===== src/rtl/traffic_light_ctrl.sv =====
// Two-road intersection light controller.
// Phases are timed in prescaled ticks. Includes all-red clearance between
// greens, a latched pedestrian request served by a walk phase, and a
// flashing fail-safe mode. All outputs are registered and decode the state
// being entered on the same edge as the state register.
module traffic_light_ctrl #(
   parameter int PRESCALE        = 10,
   parameter int CNT_W           = 8,
   parameter int GREEN_TICKS     = 20,
   parameter int MIN_GREEN_TICKS = 5,
   parameter int YELLOW_TICKS    = 4,
   parameter int ALL_RED_TICKS   = 2,
   parameter int WALK_TICKS      = 8
) (
   input  logic       clock,
   input  logic       reset_n,
   input  logic       ped_req,
   input  logic       flash_en,
   output logic [1:0] light_a,
   output logic [1:0] light_b,
   output logic       walk,
   output logic       ped_pending
);

   localparam int PS_W = (PRESCALE > 1) ? $clog2(PRESCALE) : 1;
   localparam logic [PS_W-1:0]  PS_LAST      = PS_W'(PRESCALE - 1);
   localparam logic [CNT_W-1:0] GREEN_LAST   = CNT_W'(GREEN_TICKS - 1);
   localparam logic [CNT_W-1:0] MIN_LAST     = CNT_W'(MIN_GREEN_TICKS - 1);
   localparam logic [CNT_W-1:0] YELLOW_LAST  = CNT_W'(YELLOW_TICKS - 1);
   localparam logic [CNT_W-1:0] ALL_RED_LAST = CNT_W'(ALL_RED_TICKS - 1);
   localparam logic [CNT_W-1:0] WALK_LAST    = CNT_W'(WALK_TICKS - 1);

   localparam logic [1:0] L_RED    = 2'd0;
   localparam logic [1:0] L_GREEN  = 2'd1;
   localparam logic [1:0] L_YELLOW = 2'd2;
   localparam logic [1:0] L_OFF    = 2'd3;

   typedef enum logic [2:0] {
      A_GREEN, A_YELLOW, ALL_RED_A, B_GREEN, B_YELLOW, ALL_RED_B, PED_WALK, FLASH
   } state_t;

   state_t            state_reg, state_next;
   logic [PS_W-1:0]   presc_reg;
   logic [CNT_W-1:0]  phase_cnt_reg;
   logic              next_is_b_reg, next_is_b_next;
   logic              flash_phase_reg, flash_phase_next;
   logic              tick;
   logic              green_exit;
   logic              enter_walk;

   // Destination at the end of an all-red clearance: flash first, then a
   // pending pedestrian, otherwise the green of the road whose turn it is.
   function automatic state_t clear_exit(input logic fl, input logic pp, input logic to_b);
      if (fl)
         return FLASH;
      else if (pp)
         return PED_WALK;
      else
         return to_b ? B_GREEN : A_GREEN;
   endfunction

   assign tick = (presc_reg == PS_LAST);

   // Green ends at full length, or early once the minimum has elapsed if
   // someone is waiting to cross or fail-safe flashing is requested.
   assign green_exit = (phase_cnt_reg == GREEN_LAST) ||
                       ((ped_pending || flash_en) && (phase_cnt_reg >= MIN_LAST));

   assign enter_walk = (state_next == PED_WALK) && (state_reg != PED_WALK);

   // Free-running tick prescaler.
   always_ff @(posedge clock or negedge reset_n) begin
      if (!reset_n)
         presc_reg <= '0;
      else if (tick)
         presc_reg <= '0;
      else
         presc_reg <= presc_reg + 1'b1;
   end

   // Next-state, road-turn and flash-phase decisions, evaluated only on ticks.
   always_comb begin
      state_next       = state_reg;
      next_is_b_next   = next_is_b_reg;
      flash_phase_next = flash_phase_reg;
      if (tick) begin
         case (state_reg)
            A_GREEN:   if (green_exit) state_next = A_YELLOW;
            A_YELLOW:  if (phase_cnt_reg == YELLOW_LAST) state_next = ALL_RED_A;
            ALL_RED_A: if (phase_cnt_reg == ALL_RED_LAST) begin
                          next_is_b_next = 1'b1;
                          state_next     = clear_exit(flash_en, ped_pending, 1'b1);
                       end
            B_GREEN:   if (green_exit) state_next = B_YELLOW;
            B_YELLOW:  if (phase_cnt_reg == YELLOW_LAST) state_next = ALL_RED_B;
            ALL_RED_B: if (phase_cnt_reg == ALL_RED_LAST) begin
                          next_is_b_next = 1'b0;
                          state_next     = clear_exit(flash_en, ped_pending, 1'b0);
                       end
            PED_WALK:  if (phase_cnt_reg == WALK_LAST)
                          state_next = next_is_b_reg ? B_GREEN : A_GREEN;
            FLASH:     begin
                          flash_phase_next = ~flash_phase_reg;
                          if (!flash_en) state_next = ALL_RED_B;
                       end
            default:   state_next = state_reg;
         endcase
         // Flashing always starts on the lit (yellow) half.
         if ((state_next == FLASH) && (state_reg != FLASH))
            flash_phase_next = 1'b0;
      end
   end

   // State, phase counter, pedestrian latch and registered lamp outputs.
   always_ff @(posedge clock or negedge reset_n) begin
      if (!reset_n) begin
         state_reg       <= ALL_RED_B;
         phase_cnt_reg   <= '0;
         next_is_b_reg   <= 1'b0;
         flash_phase_reg <= 1'b0;
         ped_pending     <= 1'b0;
         light_a         <= L_RED;
         light_b         <= L_RED;
         walk            <= 1'b0;
      end else begin
         state_reg       <= state_next;
         next_is_b_reg   <= next_is_b_next;
         flash_phase_reg <= flash_phase_next;
         if (tick)
            phase_cnt_reg <= (state_next != state_reg) ? '0 : phase_cnt_reg + 1'b1;
         // A new request on the walk-entry edge survives the clear.
         ped_pending <= ped_req | (ped_pending & ~enter_walk);
         case (state_next)
            A_GREEN:  begin light_a <= L_GREEN;  light_b <= L_RED;    walk <= 1'b0; end
            A_YELLOW: begin light_a <= L_YELLOW; light_b <= L_RED;    walk <= 1'b0; end
            B_GREEN:  begin light_a <= L_RED;    light_b <= L_GREEN;  walk <= 1'b0; end
            B_YELLOW: begin light_a <= L_RED;    light_b <= L_YELLOW; walk <= 1'b0; end
            PED_WALK: begin light_a <= L_RED;    light_b <= L_RED;    walk <= 1'b1; end
            FLASH:    begin
                         light_a <= flash_phase_next ? L_OFF : L_YELLOW;
                         light_b <= flash_phase_next ? L_OFF : L_RED;
                         walk    <= 1'b0;
                      end
            default:  begin light_a <= L_RED;    light_b <= L_RED;    walk <= 1'b0; end
         endcase
      end
   end

endmodule


===== config.mk =====
export PLATFORM = sky130hd
export DESIGN_NAME = traffic_light_ctrl
export DESIGN_NICKNAME = d
export VERILOG_FILES = /design/src/rtl/traffic_light_ctrl.sv
export SDC_FILE = /design/constraint.sdc
export NUM_CORES = 1
export LEC_CHECK = 0
export ABC_AREA = 0
export CELL_PAD_IN_SITES_DETAIL_PLACEMENT = 1
export CELL_PAD_IN_SITES_GLOBAL_PLACEMENT = 2
export CORE_MARGIN = 3
export CORE_UTILIZATION = 36
export DETAILED_ROUTE_END_ITERATION = 10
export PLACE_DENSITY_LB_ADDON = 0.1
export SYNTH_ARGS = -nofsm -noshare
export SYNTH_HDL_FRONTEND = slang
export SYNTH_SLANG_ARGS = --single-unit
export TNS_END_PERCENT = 100

===== constraint.sdc =====
create_clock -name clock -period 3.15 [get_ports clock]
set_input_delay 0.4725 -clock clock [delete_from_list [all_inputs] [get_ports clock]]
set_output_delay 0.4725 -clock clock [all_outputs]
set_load 0.03 [all_outputs]

After elaboration in Yosys (flattened, before gate mapping) --
Index checks and enable logic that the tools add are counted.
Storage, ports and cells: latch bits 0, output and inout bits 6, register bits after elaboration 23, bits in writable memories 0, bits in read-only memories 0, word-level logic and storage cells 77, memories 0
Operators by class: order comparisons 1, shift-type cells 0, divide/modulo/power cells 0, equality and inequality tests 23, reductions and logical operators 9, muxes and demuxes 29, $add $sub $neg 2, multiply operators 0, bitwise gates (word level) 4
Operators by type and width (number):
- $mux W3 | 14
- $eq A3 B3 Y1 const B | 8
- $pmux W3 S8 | 1
- $pmux W2 S3 | 2
- $eq A3 B2 Y1 const B | 3
- $add A8 B1 Y8 const B | 1
- $eq A8 B1 Y1 const B | 1
- $eq A8 B2 Y1 const B | 1
- $eq A8 B3 Y1 const B | 1
- $eq A8 B5 Y1 const B | 1
- $ge A8 B3 Y1 const B | 1
- $mux W8 | 1
- $mux W1 | 7
- $eq A3 B1 Y1 const B | 2
- $logic_not A3 Y1 | 2
- $ne A3 B3 Y1 const B | 2
- $add A4 B1 Y4 const B | 1
- $eq A4 B4 Y1 const B | 1
- $mux W2 | 2
- $mux W4 | 1
- $ne A2 B2 Y1 const B | 2
- $reduce_and A4 Y1 | 1
- $logic_and A1 B1 Y1 | 3
- $ne A3 B3 Y1 | 1
- 6 further kinds | 8

Depth between registers and ports, before layout --
depth in word-level cells 12, depth in mapped cells 9, gate-level depth less buffers 9

Least setup slack after synthesis --
OpenSTA, ideal clock, no wires.
kind flip-flop to flip-flop, from register phase_cnt_reg[0], to register phase_cnt_reg[2], arrival 2.359 ns, setup time 0.101 ns, buffers on the path 0, setup slack 0.690 ns, stages on the path, launching flop included 9, cells stage by stage dfrtp_1 -> ha_1 -> or4b_1 -> o31ai_2 -> a211o_1 -> nand3_1 -> a221oi_4 -> nand3_4 -> o311ai_2
Between the ends: cells in the longest elaborated chain, start to end 9
Ends and longest elaborated chain:
- from (decl) | line 44 | logic [CNT_W-1:0] phase_cnt_reg;
- from (signal assigned) | line 130 | phase_cnt_reg <= (state_next != state_reg) ? '0 : phase_cnt_reg + 1'b1;
- $ge A8 B3 Y1 | line 67 | ((ped_pending || flash_en) && (phase_cnt_reg >= MIN_LAST));
- $logic_and A1 B1 Y1 | line 67
- $logic_or A1 B1 Y1 | line 66 | assign green_exit = (phase_cnt_reg == GREEN_LAST) ||
- $mux W3 (on tied branches) | line 94, 88
- $pmux W3 S8 | line 87 | case (state_reg)
- $mux W3 (2 in series) | line 86 | if (tick) begin
- $ne A3 B3 Y1 | line 130
- $mux W8 (*) | line 130
Mark *: on every way between the ends. The rest lies on a longest branch, timed or not. The select of a mux whose other input is x is not followed. A chain may end at the register's enable or synchronous reset.

Final worst setup path --
Same ends and word-level chain as after synthesis.

==> reports/metrics.cfg <==
[outcome]
status=finished clean

[cells_and_area]
nNetsFinal=182
final_cell_mix=21 x dfrtp_1, 16 x nand2_1, 15 x nor2_1, 13 x inv_1, 9 x clkdlybuf4s50_1
largest_reg_flops=8
drive_above_1_share=0.1092
diodes=0
final_common_cell=dfrtp_1
syn_to_final_growth_pct=12.74
fillerInstances=451

[routing]
first_pass_iters=4
drt_iter0_drc=84
avgRoutedWirePerCell_um=16.80
vias=1252
ant_nets=0
viasPerCell=5.640
routed_wl_mm=3.730
drc=0

[timing]
tns_ns=0
rsz0062_at_grt=false
holdWs_ns=0.5255
worstMarginPinSlew_ns=0.9702
hold_violations=0
setup_violations=0
clock_skew_ns=0.004304
period_minus_slack_ns=2.861
relSlewSlack=0.3512
fmax_mhz=349.6
slew_viol_final=0
period_share=0.9081

[logic_synthesis]
synth_top_flop_cell=dfrtp_1
yosysWarnings=0
muxShareOfSynthArea=0.006797
seq_area_frac_synth=0.3925
synthXorXnorAreaFrac=0.02379
synthAdderAreaFrac=0.02549
synth_cell_types=55
synth_nets=172
netlist_instances=165
synthSimpleGateAreaFrac=0.2651
synth_compound_area_frac=0.2268
synth_edf_count=0
synth-async-reset-ratio=1.000
synth_top_family_by_area=simple AND/OR/NAND/NOR gates
synth-seq-cells=23
synth_area_sq_mm=0.001473
syn-mean-instance-area_sq_um=8.925

[die]
die_w_um=69.96
fp.dieArea_sq_mm=0.004894
coreArea_sq_mm=0.003799
die_y_um=69.96
initial_core_util=0.3877
io_pins=10
rows=22

[clock_network]
cts_made_buffers=3
clkSlewWorstSetupHoldPaths_ns=0.08
postCtsSetupRepairBufs=0
holdBufCountCts=0
clock-root-buffer=clkbuf_8
clk_path_buf_depth=2
cts-resized-gates=0
worstSkewPairLatency_ns=0.27
cts_tree=done
cts.sinks=23
cts_max_level=1

[pwr]
powerDensity_mw_per_mm2=391.9
cellLeakagePower_nw=0.7520
max-vdd-ir-drop_mv=0.1602

[hold_path]
min_path_type=reg2reg
worstHoldPathCells=1

[critical_path]
worst_setup_path_end_kind=register
crit_type=reg2reg
path_max_fanout=7
critPathLaunchType=register
cp_data_required_time_ns=3.33
r2r_cells=8
cp.arrival_ns=3.04

[placed_design]
gp_congestion=0.8564
port_buffers=9
dp_hpwl_mm=2.775

[global_routing]
grt_overflow=0
grt_max_degree=23
grt_antenna_before_repair=0
grt_pass1_vias=1342
grt_pass1_wl_mm=6.582
globalRouteTotalUtil=0.1635

[job]
cap_violations=0

through the flow:
stage	total power [mW]	utilization	cell area, sq um	setup WS (ns)	std cells
global route	0.6908	0.4371	1660	0.03820	222
CTS	0.6615	0.4371	1660	0.2956	222
detailed placement	0.4653	0.4249	1614	0.1061	218
floorplan	0.4281	-	1473	0.6900	165
global placement	0.4601	0.4249	1614	0.1912	218
finish	0.6508	0.4371	1660	0.2894	222
path summary, 6_finish.rpt:
path	from	to	slack (ns)
setup / recovery	phase_cnt_reg[0]	phase_cnt_reg[2]	0.29
hold / removal	presc_reg[2]	presc_reg[2]	0.53
setup reg to reg	phase_cnt_reg[0]	phase_cnt_reg[2]	0.29
hold reg to reg	presc_reg[2]	presc_reg[2]	0.53
max in group asynchronous	reset_n	state_reg[0]	1.73
min in group asynchronous	reset_n	next_is_b_reg	0.73
critical path, stage by stage, from the launching register on:
cell and delay (ns):
dfrtp_1 0.45, ha_1 0.27, or4b_1 0.50, o31ai_2 0.28
a211o_1 0.25, nand3_1 0.17, a221oi_4 0.49, nand3_4 0.13
o311ai_2 0.23
power breakdown:
part | switching, mW | internal, mW
clock | 0.103 | 0.0886
combinational | 0.0684 | 0.0558
sequential | 0.0235 | 0.311
per-layer routing:
metal  wire, um  track usage
met5          0            0
met4         30      0.03404
met3        129      0.03309
met2       1802       0.2781
met1       1767       0.2140
final cells by class:
type	count	area (sq um)	share of cell area
clock buffers	3	41.29	0.02487
clock inverters	1	5.005	0.003014
inverters	13	48.80	0.02939
multi-input cells	121	807.0	0.4861
flip-flops and latches	23	578.1	0.3482
well taps	48	60.06	0.03617
repair buffers	13	120.1	0.07234
synth_stat cells (all sizes together), types with 2 or more instances:
cell / number / area share
a22o: 2 / 0.012
a21oi: 6 / 0.020
a31oi: 2 / 0.0085
nand4: 4 / 0.017
a21boi: 2 / 0.010
o32ai: 2 / 0.012
or3: 3 / 0.016
a21o: 2 / 0.010
a211o: 2 / 0.012
nand2b: 5 / 0.021
nor3b: 2 / 0.010
xnor2: 2 / 0.012
inv: 13 / 0.033
dfstp: 2 / 0.036
o21ai: 10 / 0.034
clkbuf: 6 / 0.015
and3: 2 / 0.0085
ha: 3 / 0.025
nor2: 15 / 0.038
nand2: 16 / 0.041
nor4b: 3 / 0.022
xor2: 2 / 0.012
buf: 2 / 0.011
nor3: 3 / 0.010
or2: 4 / 0.017
dfrtp: 21 / 0.36
nand3: 8 / 0.036
cells by family (layout without fill, tap and decap cells):
logic type	after synthesis	after routing
AOI/OAI and AO/OA	43	43
xor gates and xnor gates	4	4
muxes	1	1
DFF	23	23
adders and majority gates	3	3
and+or+nand+nor	70	70
buffers and inverters	21	30
Power figures use the tool's default switching activity.
